[src/rtl/llr_eseq_tracker.sv]
// rtl/llr_eseq_tracker.sv - link-layer-retry expected-sequence tracker
module llr_eseq_tracker #(
    parameter int SEQ_W  = 8,
    parameter int TMR_W  = 12,
    parameter int RTRY_W = 5
) (
    input  logic              i_clk,
    input  logic              i_rst_n,
    input  logic [SEQ_W-1:0]  i_register_file_llr_wrap_value,
    input  logic [TMR_W-1:0]  i_register_file_timeout_value,
    input  logic [RTRY_W-1:0] i_register_file_max_retry,
    input  logic              i_flit_valid,
    input  logic              i_flit_retryable,
    input  logic              i_flit_crc_ok,
    input  logic              i_retry_ack,
    input  logic [SEQ_W-1:0]  i_ack_eseq,
    input  logic              i_reinit_done,
    output logic [SEQ_W-1:0]  o_retry_eseq,
    output logic              o_flit_accept,
    output logic              o_flit_discard,
    output logic              o_retry_req,
    output logic              o_retry_pending,
    output logic [RTRY_W-1:0] o_num_retry,
    output logic              o_ack_err,
    output logic              o_reinit_req
);

    typedef enum logic [1:0] {
        ST_RUN      = 2'd0,
        ST_WAIT_ACK = 2'd1,
        ST_REINIT   = 2'd2
    } state_e;

    state_e            state_q, state_d;
    logic [SEQ_W-1:0]  eseq_q, eseq_d;
    logic [RTRY_W-1:0] num_q, num_d;
    logic [TMR_W-1:0]  tmr_q, tmr_d;
    logic              accept_q, accept_d;
    logic              discard_q, discard_d;
    logic              req_q, req_d;
    logic              ack_err_q, ack_err_d;
    logic              pending_q, pending_d;
    logic              reinit_q, reinit_d;

    logic [SEQ_W-1:0]  eff_max;
    logic [SEQ_W-1:0]  eseq_adv;
    logic [RTRY_W-1:0] num_inc;
    logic              flit_rt;
    logic              tmr_expire;

    // Derived helpers: effective wrap point, advanced sequence, saturating retry count, timer expiry.
    always_comb begin
        eff_max    = (i_register_file_llr_wrap_value == '0) ? {SEQ_W{1'b1}}
                                                            : i_register_file_llr_wrap_value;
        // ">=" also catches a wrap point lowered below the current sequence.
        eseq_adv   = (eseq_q >= eff_max) ? '0 : eseq_q + SEQ_W'(1);
        num_inc    = (num_q == {RTRY_W{1'b1}}) ? num_q : num_q + RTRY_W'(1);
        flit_rt    = i_flit_valid && i_flit_retryable;
        tmr_expire = (i_register_file_timeout_value != '0) &&
                     (tmr_q == i_register_file_timeout_value - TMR_W'(1));
    end

    // Next-state and next-output logic; ack/reinit_done outrank timeout, which outranks flits.
    always_comb begin
        state_d   = state_q;
        eseq_d    = eseq_q;
        num_d     = num_q;
        tmr_d     = tmr_q;
        accept_d  = 1'b0;
        discard_d = 1'b0;
        req_d     = 1'b0;
        ack_err_d = 1'b0;
        case (state_q)
            ST_RUN: begin
                if (flit_rt) begin
                    if (i_flit_crc_ok) begin
                        eseq_d   = eseq_adv;
                        accept_d = 1'b1;
                    end else begin
                        discard_d = 1'b1;
                        req_d     = 1'b1;
                        num_d     = '0;
                        tmr_d     = '0;
                        state_d   = ST_WAIT_ACK;
                    end
                end
            end
            ST_WAIT_ACK: begin
                discard_d = flit_rt;
                if (i_retry_ack) begin
                    if (i_ack_eseq > eff_max) begin
                        eseq_d    = '0;
                        ack_err_d = 1'b1;
                    end else begin
                        eseq_d = i_ack_eseq;
                    end
                    num_d   = '0;
                    tmr_d   = '0;
                    state_d = ST_RUN;
                end else if (i_register_file_timeout_value != '0) begin
                    if (tmr_expire) begin
                        tmr_d = '0;
                        if (num_q == i_register_file_max_retry) begin
                            state_d = ST_REINIT;
                        end else begin
                            req_d = 1'b1;
                            num_d = num_inc;
                        end
                    end else begin
                        tmr_d = tmr_q + TMR_W'(1);
                    end
                end
            end
            ST_REINIT: begin
                discard_d = flit_rt;
                if (i_reinit_done) begin
                    eseq_d  = '0;
                    num_d   = '0;
                    state_d = ST_RUN;
                end
            end
            default: begin
                state_d = ST_RUN;
            end
        endcase
        pending_d = (state_d == ST_WAIT_ACK);
        reinit_d  = (state_d == ST_REINIT);
    end

    // State and registered-output flops.
    always_ff @(posedge i_clk or negedge i_rst_n) begin
        if (!i_rst_n) begin
            state_q   <= ST_RUN;
            eseq_q    <= '0;
            num_q     <= '0;
            tmr_q     <= '0;
            accept_q  <= 1'b0;
            discard_q <= 1'b0;
            req_q     <= 1'b0;
            ack_err_q <= 1'b0;
            pending_q <= 1'b0;
            reinit_q  <= 1'b0;
        end else begin
            state_q   <= state_d;
            eseq_q    <= eseq_d;
            num_q     <= num_d;
            tmr_q     <= tmr_d;
            accept_q  <= accept_d;
            discard_q <= discard_d;
            req_q     <= req_d;
            ack_err_q <= ack_err_d;
            pending_q <= pending_d;
            reinit_q  <= reinit_d;
        end
    end

    assign o_retry_eseq    = eseq_q;
    assign o_flit_accept   = accept_q;
    assign o_flit_discard  = discard_q;
    assign o_retry_req     = req_q;
    assign o_retry_pending = pending_q;
    assign o_num_retry     = num_q;
    assign o_ack_err       = ack_err_q;
    assign o_reinit_req    = reinit_q;

endmodule

[config.mk]
export PLATFORM = sky130hd
export DESIGN_NAME = llr_eseq_tracker
export DESIGN_NICKNAME = d
export VERILOG_FILES = /design/src/rtl/llr_eseq_tracker.sv
export SDC_FILE = /design/constraint.sdc
export NUM_CORES = 1
export LEC_CHECK = 0
export CORE_ASPECT_RATIO = 0.9
export CORE_UTILIZATION = 25
export CTS_CLUSTER_DIAMETER = 40
export DETAILED_ROUTE_END_ITERATION = 8
export PLACE_DENSITY = 0.55
export SYNTH_ARGS = -nofsm -noshare
export SYNTH_HDL_FRONTEND = slang
export SYNTH_SLANG_ARGS = --single-unit
[constraint.sdc]
create_clock -name i_clk -period 4.2 [get_ports i_clk]
set_input_delay 1.26 -clock i_clk [delete_from_list [all_inputs] [get_ports i_clk]]
set_output_delay 1.26 -clock i_clk [all_outputs]
set_load 0.005 [all_outputs]
Word level (Yosys, flattened, before mapping)
Cells that the tools add are included.
{"block": "totals", "wordCells": 88, "out_inout_bits": 19, "in_bits": 40, "ff_bits": 33}
{"block": "op_classes", "n_reduce_logical": 11, "n_mux": 45, "n_addsub": 4, "order_cmp": 2, "eq_ne": 16}
{"operator": "2-to-1 mux 12 bit", "n": 5}
{"operator": "2-to-1 mux 8 bit", "n": 7}
{"operator": "2-to-1 mux 5 bit", "n": 8}
{"operator": "case mux 12 bit (2 select lines)", "n": 1}
{"operator": "case mux 8 bit (3 select lines)", "n": 1}
{"operator": "case mux 5 bit (3 select lines)", "n": 1}
{"operator": "2-to-1 mux 2 bit", "n": 7}
{"operator": "adder 12 x 1 -> 12 bit, second input constant", "n": 1}
{"operator": "equality test 12 bit", "n": 1}
{"operator": "2-to-1 mux 1 bit", "n": 12}
{"operator": "inequality test 3 bit, second input constant", "n": 4}
{"operator": "nonzero test 12 bit", "n": 1}
{"operator": "subtractor 12 x 1 -> 12 bit, second input constant", "n": 1}
{"operator": "inequality test 2 bit, second input constant", "n": 5}
{"operator": "adder 8 x 1 -> 8 bit, second input constant", "n": 1}
{"operator": "greater-or-equal comparator 8 bit", "n": 1}
{"operator": "greater-than comparator 8 bit", "n": 1}
{"operator": "zero test 8 bit", "n": 1}
{"operator": "AND reduction 8 bit", "n": 1}
{"operator": "case mux 2 bit (3 select lines)", "n": 1}
{"operator": "adder 5 x 1 -> 5 bit, second input constant", "n": 1}
{"operator": "equality test 5 bit", "n": 1}
{"operator": "equality test 5 bit, second input constant", "n": 1}
{"operator": "AND reduction 5 bit", "n": 1}
{"operator": "9 further kinds", "n": 13}

Depth between registers and ports, before layout
{"block": "depth", "word_depth": 8, "depth_mapped": 13}

Worst setup path before layout
Ideal clock, no wire load.
{"block": "synth_timing", "path_type": "input to register", "from": "input i_register_file_llr_wrap_value[4]", "to": "register eseq_q[2], in the netlist o_retry_eseq[2]", "path_slack_ps": 589, "t_required_ps": 4134, "cell_stages": 13, "path_buffers": 1, "arrival_time_ps": 3545, "path_cell_list": "nor4_1 > nand2_1 > nor2_1 > or2_2 > ha_1 > nand2b_1 > a21o_1 > a21oi_1 > o21ai_0 > and2_1 > clkbuf_1 > nor4b_1 > a221o_1"}
{"block": "synth_via", "elab_chain_cells": 7, "elab_cells_between_ends": 10, "classes_between": "2 x order compare; 7 x mux; 1 x reduce/logical"}
{"item": "from (decl)", "line": "9", "source": "input logic [SEQ_W-1:0] i_register_file_llr_wrap_value,"}
{"item": "zero test 8 bit", "line": "53", "source": "eff_max = (i_register_file_llr_wrap_value == '0) ? {SEQ_W{1'b1}}"}
{"item": "2-to-1 mux 8 bit *", "line": "53"}
{"item": "greater-or-equal comparator 8 bit", "line": "56", "source": "eseq_adv = (eseq_q >= eff_max) ? '0 : eseq_q + SEQ_W'(1);"}
{"item": "2-to-1 mux 8 bit", "line": "56"}
{"item": "2-to-1 mux 8 bit", "line": "76", "source": "if (i_flit_crc_ok) begin"}
{"item": "2-to-1 mux 8 bit", "line": "75", "source": "if (flit_rt) begin"}
{"item": "case mux 8 bit (3 select lines) *", "line": "73", "source": "case (state_q)"}
{"item": "to (signal assigned)", "line": "145", "source": "eseq_q <= eseq_d;"}
{"item": "to (decl)", "line": "35", "source": "logic [SEQ_W-1:0] eseq_q, eseq_d;"}
Every way passes the cells marked *; elsewhere a longest branch is shown, timed or not. The select of a mux whose other input is x is not followed.
A chain may end at the register's enable or synchronous reset.

Worst setup path after layout
{"block": "layout_timing", "from": "input i_register_file_llr_wrap_value[5]", "to": "register eseq_q[6], in the netlist o_retry_eseq[6]"}
Same word-level chain as after synthesis.

==> results.yml <==
final_layout:
  finish.utilization_pct: 35.2
  fill_cells: 1061
  fin_area_um2: 3640
  drive_gt1_share_pct: 7.75
  nNetsFinal: 453
  syn2layout_area_growth_pct: 36.2
  diodes: 0
yosys:
  ys_ff_latch: 33
  synthArstFlopShare_pct: 100
  syn_nets: 379
  ys_types: 50
  yosysTopAreaCell: "dfrtp_1"
  synth_edf_count: 0
  synth.most_common_cell: "nor2_1"
  netlist_instances: 313
  post-synth-top-area-fraction_pct: 30.9
  synth_ff_type: "dfrtp_1"
  ys_seq_area_share_pct: 30.9
  synth_area_um2: 2670
  yosys-top-cells-count: "nor2_1 (34), dfrtp_1 (33), ha_1 (26), nand2_1 (26), xnor2_1 (20)"
  syn_avg_cell_area_um2: 8.54
  ys_warn_count: 0
  synth.area.top_cells: "dfrtp_1 (31%), ha_1 (12%), xnor2_1 (6.6%), nor2_1 (4.8%), nand2_1 (3.6%)"
critical_path:
  critPathArrivalTime_ns: 4.08
  path_max_fanout: 10
  crit_type: "in -> reg"
  critPathRequiredTime_ns: 4.41
  setup.worst_path.end_class: "flop"
  r2r_slack_ns: 1.81
  start_kind: "input pin"
place:
  portBuffers: 58
  place_congestion: 0.868
  dp_hpwl_um: 5600
  post_dp_cell_area_um2: 3500
die:
  start_util_pct: 25.9
  dieArea_um2: 11100
  ios: 59
  die_x_um: 111
  die_h_um: 100
  coreArea_um2: 10300
  row_count: 35
drt:
  route.detailed.drc: 4
  post_drt_via_cell_ratio: 4.93
  postRouteAntennaNets: 0
  via_count: 2544
  drtPass1Iterations: 7
  wl_per_cell_um: 13.5
  routed_wl_um: 6970
  drt-initial-drc-count: 103
sta:
  finalSetupTns_ns: 0
  drv_slew: 0
  worst_pin_slew_ns: 0.721
  setup_violations: 0
  clock_skew_ns: 0.00360
  hold_violations: 0
  fin_crit_sh_pct: 92.2
  slew_headroom_pct: 51.9
  clock.fmax_mhz: 258
  hold-worst-slack_ns: 0.580
  period_needed_ns: 3.87
  rsz0062_at_grt: "false"
outcome:
  violations: "design-rule violations"
  status: "complete, but fails checks"
clock_network:
  clockBufferDepth: 2
  cts_tree: "yes"
  h-tree-depth: 2
  postCtsSetupBuffers: 0
  insertion_delay_ns: 0.27
  cts_resized: 0
  clkSlewWorstSetupHoldPaths_ns: 0.05
  cts_hold_buf: 0
  cts_buffers: 5
  cts_sinks: 33
  cts_root_buffer: "clkbuf_16"
grt:
  grt_usage_pct: 13.2
  gr-usage-met1_pct: 17.4
  grt_pass1_wl_um: 12000
  grt-busiest-layer: "met2"
  grt_pass1_vias: 2620
  grt_max_degree: 34
  grt_util_met3_pct: 2.48
  antenna_found_initial: 0
  gr-total-overflow: 0
  grt_use_met2_pct: 22.2
hold_path:
  hp-class: "reg -> reg"
pwr:
  p_leak_nw: 1.60
  powerDensity_nw_per_um2: 367
  vdd_drop_max_mv: 0.189
  p_total_mw: 1.33
flow_run:
  cap_violations: 0
==> cell usage in the layout (no fill, tap or decap), types with 3 or more instances in the layout <==
cell / synthesis / routed
o21ai_0: 19 / 19
nand2_1: 26 / 26
a21oi_1: 10 / 10
and3_1: 12 / 12
nand4_1: 3 / 3
xnor2_1: 20 / 20
clkdlybuf4s50_1: 0 / 58
inv_1: 14 / 14
o221ai_1: 3 / 3
a221o_1: 5 / 5
nand2b_1: 10 / 10
xor2_1: 8 / 8
nor4b_1: 5 / 5
nor2_1: 34 / 34
a21o_1: 4 / 4
nor3_1: 10 / 10
ha_1: 26 / 26
nor4_1: 6 / 6
nand3_1: 16 / 16
buf_4: 0 / 17
clkbuf_16: 0 / 5
a31oi_1: 5 / 5
dfrtp_1: 33 / 33
==> critical path, cell delays in order <==
cell and delay, ns:
clkdlybuf4s50_1 0.43, nor4_1 0.34, nand2_1 0.08, nor2_1 0.13, buf_4 0.13, or2_2 0.11
ha_1 0.22, nand2b_1 0.14, a21o_1 0.17, a21oi_1 0.13, o21ai_0 0.15, and2_1 0.27
nor4b_1 0.34, a221o_1 0.17
==> layout make-up <==
type                            count  area (µm²)  share of cell area, %
Multi-Input combinational cell    258        1750                   48.1
Sequential cell                    33         826                   22.7
Timing Repair Buffer               75         708                   19.5
Tap cell                          129         161                   4.43
Clock buffer                        7         143                   3.92
Inverter                           14        52.6                   1.44
==> cells by family after synthesis <==
logic type	share of synthesized area, %
AND/OR/NAND/NOR	26.6
AO/OA/AOI/OAI	17.1
flip-flops	30.9
XOR/XNOR	9.17
adder cells (fa/ha/maj)	12.2
buffers and inverters	3.65
multiplexers	0.374
==> sequential cells by signal, indices dropped and copies added (netlist names), 2 cells and up <==
| signal | flops |
|---|---|
| o_num_retry | 5 |
| o_retry_eseq | 8 |
| state_q | 2 |
| tmr_q | 12 |
==> per-layer routing <==
layer	part of all wire [%]	wire length, µm
met2	46	3180
met4	0.96	67
met1	49	3430
met3	4.2	296
met5	0	0
==> final timing paths <==
check,from,to,depth (start not counted)
setup / recovery,i_register_file_llr_wrap_value[5],o_retry_eseq[6],14
hold / removal,tmr_q[11],tmr_q[11],2
hold reg to reg,tmr_q[11],tmr_q[11],2
min in group asynchronous,i_rst_n,o_num_retry[3],2
max in group asynchronous,i_rst_n,tmr_q[9],2
setup reg to reg,state_q[1],tmr_q[11],9
==> report_power, final <==
| part | switching [mW] | internal, mW |
|---|---|---|
| sequential | 0.0616 | 0.365 |
| combinational | 0.291 | 0.265 |
| clock | 0.120 | 0.232 |
==> metrics by stage <==
stage                     setup slack, ns  cells
after global placement             0.0518    509
after detailed placement           0.0590    509
after floorplan                     0.589    313
after CTS                           0.349    516
final                               0.329    516
after global routing               0.0372    516
No activity file was read; power rests on OpenSTA's default activity.
==> RTL change 1: new RTL, same settings <==
Change the parameter `RTRY_W` from 5 to 10.
--- a/src/rtl/llr_eseq_tracker.sv
+++ b/src/rtl/llr_eseq_tracker.sv
@@ -2,7 +2,7 @@
 module llr_eseq_tracker #(
     parameter int SEQ_W  = 8,
     parameter int TMR_W  = 12,
-    parameter int RTRY_W = 5
+    parameter int RTRY_W = 10
 ) (
     input  logic              i_clk,
     input  logic              i_rst_n,
Interface: changed (resized i_register_file_max_retry and o_num_retry); port bits go from 59 to 69. No check against the original RTL was run, so the function may have changed too.
==> RTL change 1 against the unedited design <==
Worst setup slack lost 0.070 ns. Sequential cell count up 5. Area after synthesis rose by 16%. Clock power is 25% higher. Critical path depth fell by 1. Final area grew 16%. Wire length rose by 24%. Power rose by 25%. Largest power group unchanged.
==> RTL change 1: results (changes against the unedited design) <==
- Fin Clk Skew: 0.004623 ns (+0.001027 ns)
- Placed Instance Area: 4060 um2 (+16%)
- Hold Path Cell Cnt: 1 (-1)
- Setup slack of the worst register-to-register path: 1.78 ns (-0.03 ns)
- Fraction of synthesized cell area in xor and xnor cells: 6.771% (-2.4 points)
- Minimum setup slack after placement: -0.3435 ns (-0.4025 ns)
- Synth top cells by count: sky130_fd_sc_hd__dfrtp_1, sky130_fd_sc_hd__nand2_1, sky130_fd_sc_hd__ha_1, sky130_fd_sc_hd__nor2_1
- Reg-to-reg critical path endpoint: o_retry_eseq[5]
- Global-route usage over all layers: 13.72% (+0.55 points)
- Cell Count Post-Placement: 597 (+17%)
- Max-slew headroom at the worst pin: 38.99% (-13 points)
- Share of power burned in the clock network: 26.5% (about the same)
- Comb pwr: 0.000713 W (+28%)
- Arithmetic-cell share of the synthesized area counting full adders, half adders and majority gates: 10.08% (-2.1 points)
- Pin count of the biggest net entering global routing: 39 (+15%)
- Slowest cell on crit path: sky130_fd_sc_hd__nor3_2
- Final critical path time including I/O delays and setup: 3.941 ns (+0.07049 ns)
- Comb power frac: 42.9% (+1.2 points)
- Leading post-synthesis cells by cell area: sky130_fd_sc_hd__dfrtp_1, sky130_fd_sc_hd__ha_1, sky130_fd_sc_hd__xnor2_1
- Number of nets produced by synthesis: 433 (+14%)
- Outcome: completed
- Post-Route Hold Slack: 0.5766 ns (-0.003136 ns)
- Seq/Total Area, Yosys: 30.63% (-0.25 points)
- Fill cell total of the finished layout: 1277 (+20%)
- Data arrival at the endpoint of the critical path: 4.16 ns (+0.08 ns)
- Wire length per cell: 14.33 um (+6.1%)
- Vias per inst: 5.018 (+1.8%)
- Count of input and output buffers: 68 (+17%)
- Global-route wire length before repair: 14310 um (+20%)
- Maximum fanout along the worst path: 8 (-2)
- Complex-gate fraction of the synthesized area: 22.81% (+5.7 points)
- Instance count of the mapped netlist: 363 (+16%)
## RTL change 1: cell count changes in the layout (fill, tap and decap cells not counted), moves of 7 or more
cell and change:
sky130_fd_sc_hd__o21ai_0 -8, sky130_fd_sc_hd__nor2_1 -10, sky130_fd_sc_hd__or3_1 +10, sky130_fd_sc_hd__o21bai_1 +7, sky130_fd_sc_hd__nor2b_1 +8, sky130_fd_sc_hd__a21oi_1 +9, sky130_fd_sc_hd__o21ai_1 +7, sky130_fd_sc_hd__clkdlybuf4s50_1 +9
sky130_fd_sc_hd__o31ai_1 +10
## RTL change 1: kinds of logic (layout without fill, tap and decap cells)
family,after synthesis,after routing
AO/OA/AOI/OAI,100,100
XOR/XNOR,24,24
adder cells (fa/ha/maj),25,25
buffers and inverters,23,104
flip-flops,38,38
AND/OR/NAND/NOR,153,153
## RTL change 1: worst reg2reg max path: cells and delay by family (launching register included)
family	cells	cell delay, ns
DFF	1	0.40
adders and majority gates	1	0.23
AOI/OAI and AO/OA	3	0.53
and+or+nand+nor	4	0.92
buffers and inverters	2	0.29
## RTL change 1: per-layer routing
layer	track usage (%)	vias to the layer above	share of wire, %	wire length (um)
met5	0	-	0	0
met2	23.20	72	47	4026
met3	2.595	12	4.2	367
li1	-	1524	-	-
met1	17.74	1423	48	4166
met4	3.839	0	1.1	94
## RTL change 1: layout make-up
| cell class | count | area (um2) | share of cell area (%) |
|---|---|---|---|
| Clock inverter | 1 | 30.03 | 0.7092 |
| Multi-Input combinational cell | 302 | 2066 | 48.79 |
| Inverter | 12 | 45.04 | 1.064 |
| Timing Repair Buffer | 85 | 803.3 | 18.97 |
| Clock buffer | 6 | 138.9 | 3.280 |
| Tap cell | 160 | 200.2 | 4.728 |
| Sequential cell | 38 | 950.9 | 22.46 |
==> RTL change 2: new RTL, same flow settings <==
Made on the original files. Reset style: synchronous (`i_rst_n`), changed in one clocked block.
--- a/src/rtl/llr_eseq_tracker.sv
+++ b/src/rtl/llr_eseq_tracker.sv
@@ -128,7 +128,7 @@
     end
 
     // State and registered-output flops.
-    always_ff @(posedge i_clk or negedge i_rst_n) begin
+    always_ff @(posedge i_clk) begin
         if (!i_rst_n) begin
             state_q   <= ST_RUN;
             eseq_q    <= '0;
Formal check against the unedited RTL: differs if i_rst_n is asserted again (counterexample within 4 cycles, from zero or initial values and one cycle with i_rst_n low); with i_rst_n held inactive, the same outputs for 10 cycles.
==> RTL change 2 against the unedited design <==
Area after synthesis increased by 2.7%. Core utilization decreased by 0.18 points. Sequential cell count unchanged. Wire length increased by 6.5%. Final area increased by 0.76%. Non-clock buffer count decreased by 2. Sequential share of layout area decreased by 4.7 points. Worst setup slack improved by 0.019 ns. Critical endpoint is now o_num_retry[4]. Critical path depth decreased by 3.
Power is not compared: it rests on default switching activity, and its combinational part moved more than twofold at a synthesized area within 25%.
==> RTL change 2: results (changes against the unedited design) <==
- M1 GR Usage: 18.48% (+1.0 points)
- Synth top cells by count: sky130_fd_sc_hd__dfxtp_1, sky130_fd_sc_hd__nand2_1, sky130_fd_sc_hd__nor2_1, sky130_fd_sc_hd__ha_1, sky130_fd_sc_hd__nand3_1
- Met2 global-route usage: 22.26% (+0.059 points)
- Detailed Place HPWL: 5837 um (+4.3%)
- Routability congestion estimate: 0.8265 (-4.8%)
- Proportion of synthesized flip-flops having asynchronous set or reset: 0% (-100 points)
- Met3 global-route usage: 2.573% (+0.097 points)
- Outcome: completed
- Global-route wire length before repair: 12670 um (+5.9%)
- Pin count of the biggest net entering global routing: 17 (-50%)
- Total via count in the routed design: 2778 (+9.2%)
- Seq/Total Area, Yosys: 24.07% (-6.8 points)
- Wire length per cell: 13.64 um (+1.0%)
- Minimum setup slack after placement: 0.06817 ns (+0.009190 ns)
- Number of detailed-routing iterations run before antenna repair: 4 (-3)
- Vias in the first global route: 2689 (+2.6%)
- Fill cell total of the finished layout: 1112 (+4.8%)
- Number of nets produced by synthesis: 413 (+9.0%)
- Net count of the finished layout: 480 (+6.0%)
- Share of post-route cells with drive strength above 1: 6.747% (-1.0 points)
- Maximum fanout along the worst path: 7 (-3)
- Tightest Pin Transition: 0.7086 ns (-0.01200 ns)
- Fin Clk Skew: 0.004377 ns (+0.0007807 ns)
- Number of unique standard cell types used by synthesis: 51 (+2.0%)
- DR iter-0 viols: 132 (+28%)
- Critical path's largest stage delay: 0.46 ns (+0.03 ns)
- Leading post-synthesis cells by cell area: sky130_fd_sc_hd__dfxtp_1, sky130_fd_sc_hd__ha_1, sky130_fd_sc_hd__xnor2_1
==> RTL change 2: changes by cell type in the layout (fill, tap and decap cells not counted), sizes merged, moves of 7 or more <==
| cell | unedited run | this run |
|---|---|---|
| a211oi | 3 | 14 |
| a221oi | 0 | 7 |
| and3 | 12 | 5 |
| dfrtp | 33 | 0 |
| dfxtp | 0 | 33 |
| nand3 | 16 | 25 |
| xor2 | 8 | 15 |
==> RTL change 2: cell type report <==
| type | count | area (um2) | area share [%] |
|---|---|---|---|
| tap | 129 | 161.4 | 4.400 |
| multi-input combinational | 291 | 1979 | 53.96 |
| timing repair buffer | 73 | 693.2 | 18.89 |
| clock buffer | 8 | 136.4 | 3.718 |
| sequential | 33 | 660.6 | 18.01 |
| inverter | 10 | 37.54 | 1.023 |
==> RTL change 2: metrics by stage <==
stage	power, W	instances
final	0.0008737	544
after global routing	0.0009191	544
after CTS	0.0008829	544
after detailed placement	0.0005319	536
after global placement	0.0005295	536
after floorplan	0.0004384	347
==> RTL change 2: worst paths after layout <==
path / start / endpoint / slack (ns) / cells after the start
max: i_register_file_timeout_value[1] / o_num_retry[4] / 0.35 / 11
min: tmr_q[1] / tmr_q[1] / 0.53 / 2
min reg2reg: tmr_q[1] / tmr_q[1] / 0.53 / 2
max reg2reg: state_q[0] / tmr_q[11] / 1.82 / 9
==> RTL change 2: logic make-up (layout without fill, tap and decap cells) <==
| group | count (synthesis) | after routing | synth area share [%] |
|---|---|---|---|
| simple gates | 149 | 149 | 27.85 |
| fa+ha+maj | 26 | 26 | 11.85 |
| compound gates | 82 | 82 | 21.51 |
| flops | 33 | 33 | 24.07 |
| mux | 1 | 1 | 0.3646 |
| xor+xnor | 33 | 33 | 10.53 |
| buf+inv | 23 | 91 | 3.829 |
==> RTL change 2: tightest hold or removal path: stages, from the launching register on <==
cell                      delay [ns]
sky130_fd_sc_hd__dfxtp_1        0.34
sky130_fd_sc_hd__nand2_1        0.07
sky130_fd_sc_hd__o22ai_1        0.06
==> RTL change 2: metal layers <==
metal | routed length (um) | part of all wire [%]
met2 | 3261 | 44
met4 | 61 | 0.82
met3 | 356 | 4.8
met1 | 3743 | 50
met5 | 0 | 0
==> RTL change 2: power groups by stage <==
stage / combinational, W / clock (W) / sequential [W]
final: 0.000193 / 0.000348 / 0.000333
after global routing: 0.000215 / 0.000369 / 0.000335
after CTS: 0.000193 / 0.000356 / 0.000333
after detailed placement: 0.000192 / 0 / 0.000340
after global placement: 0.000189 / 0 / 0.000340
after floorplan: 0.000101 / 0 / 0.000337
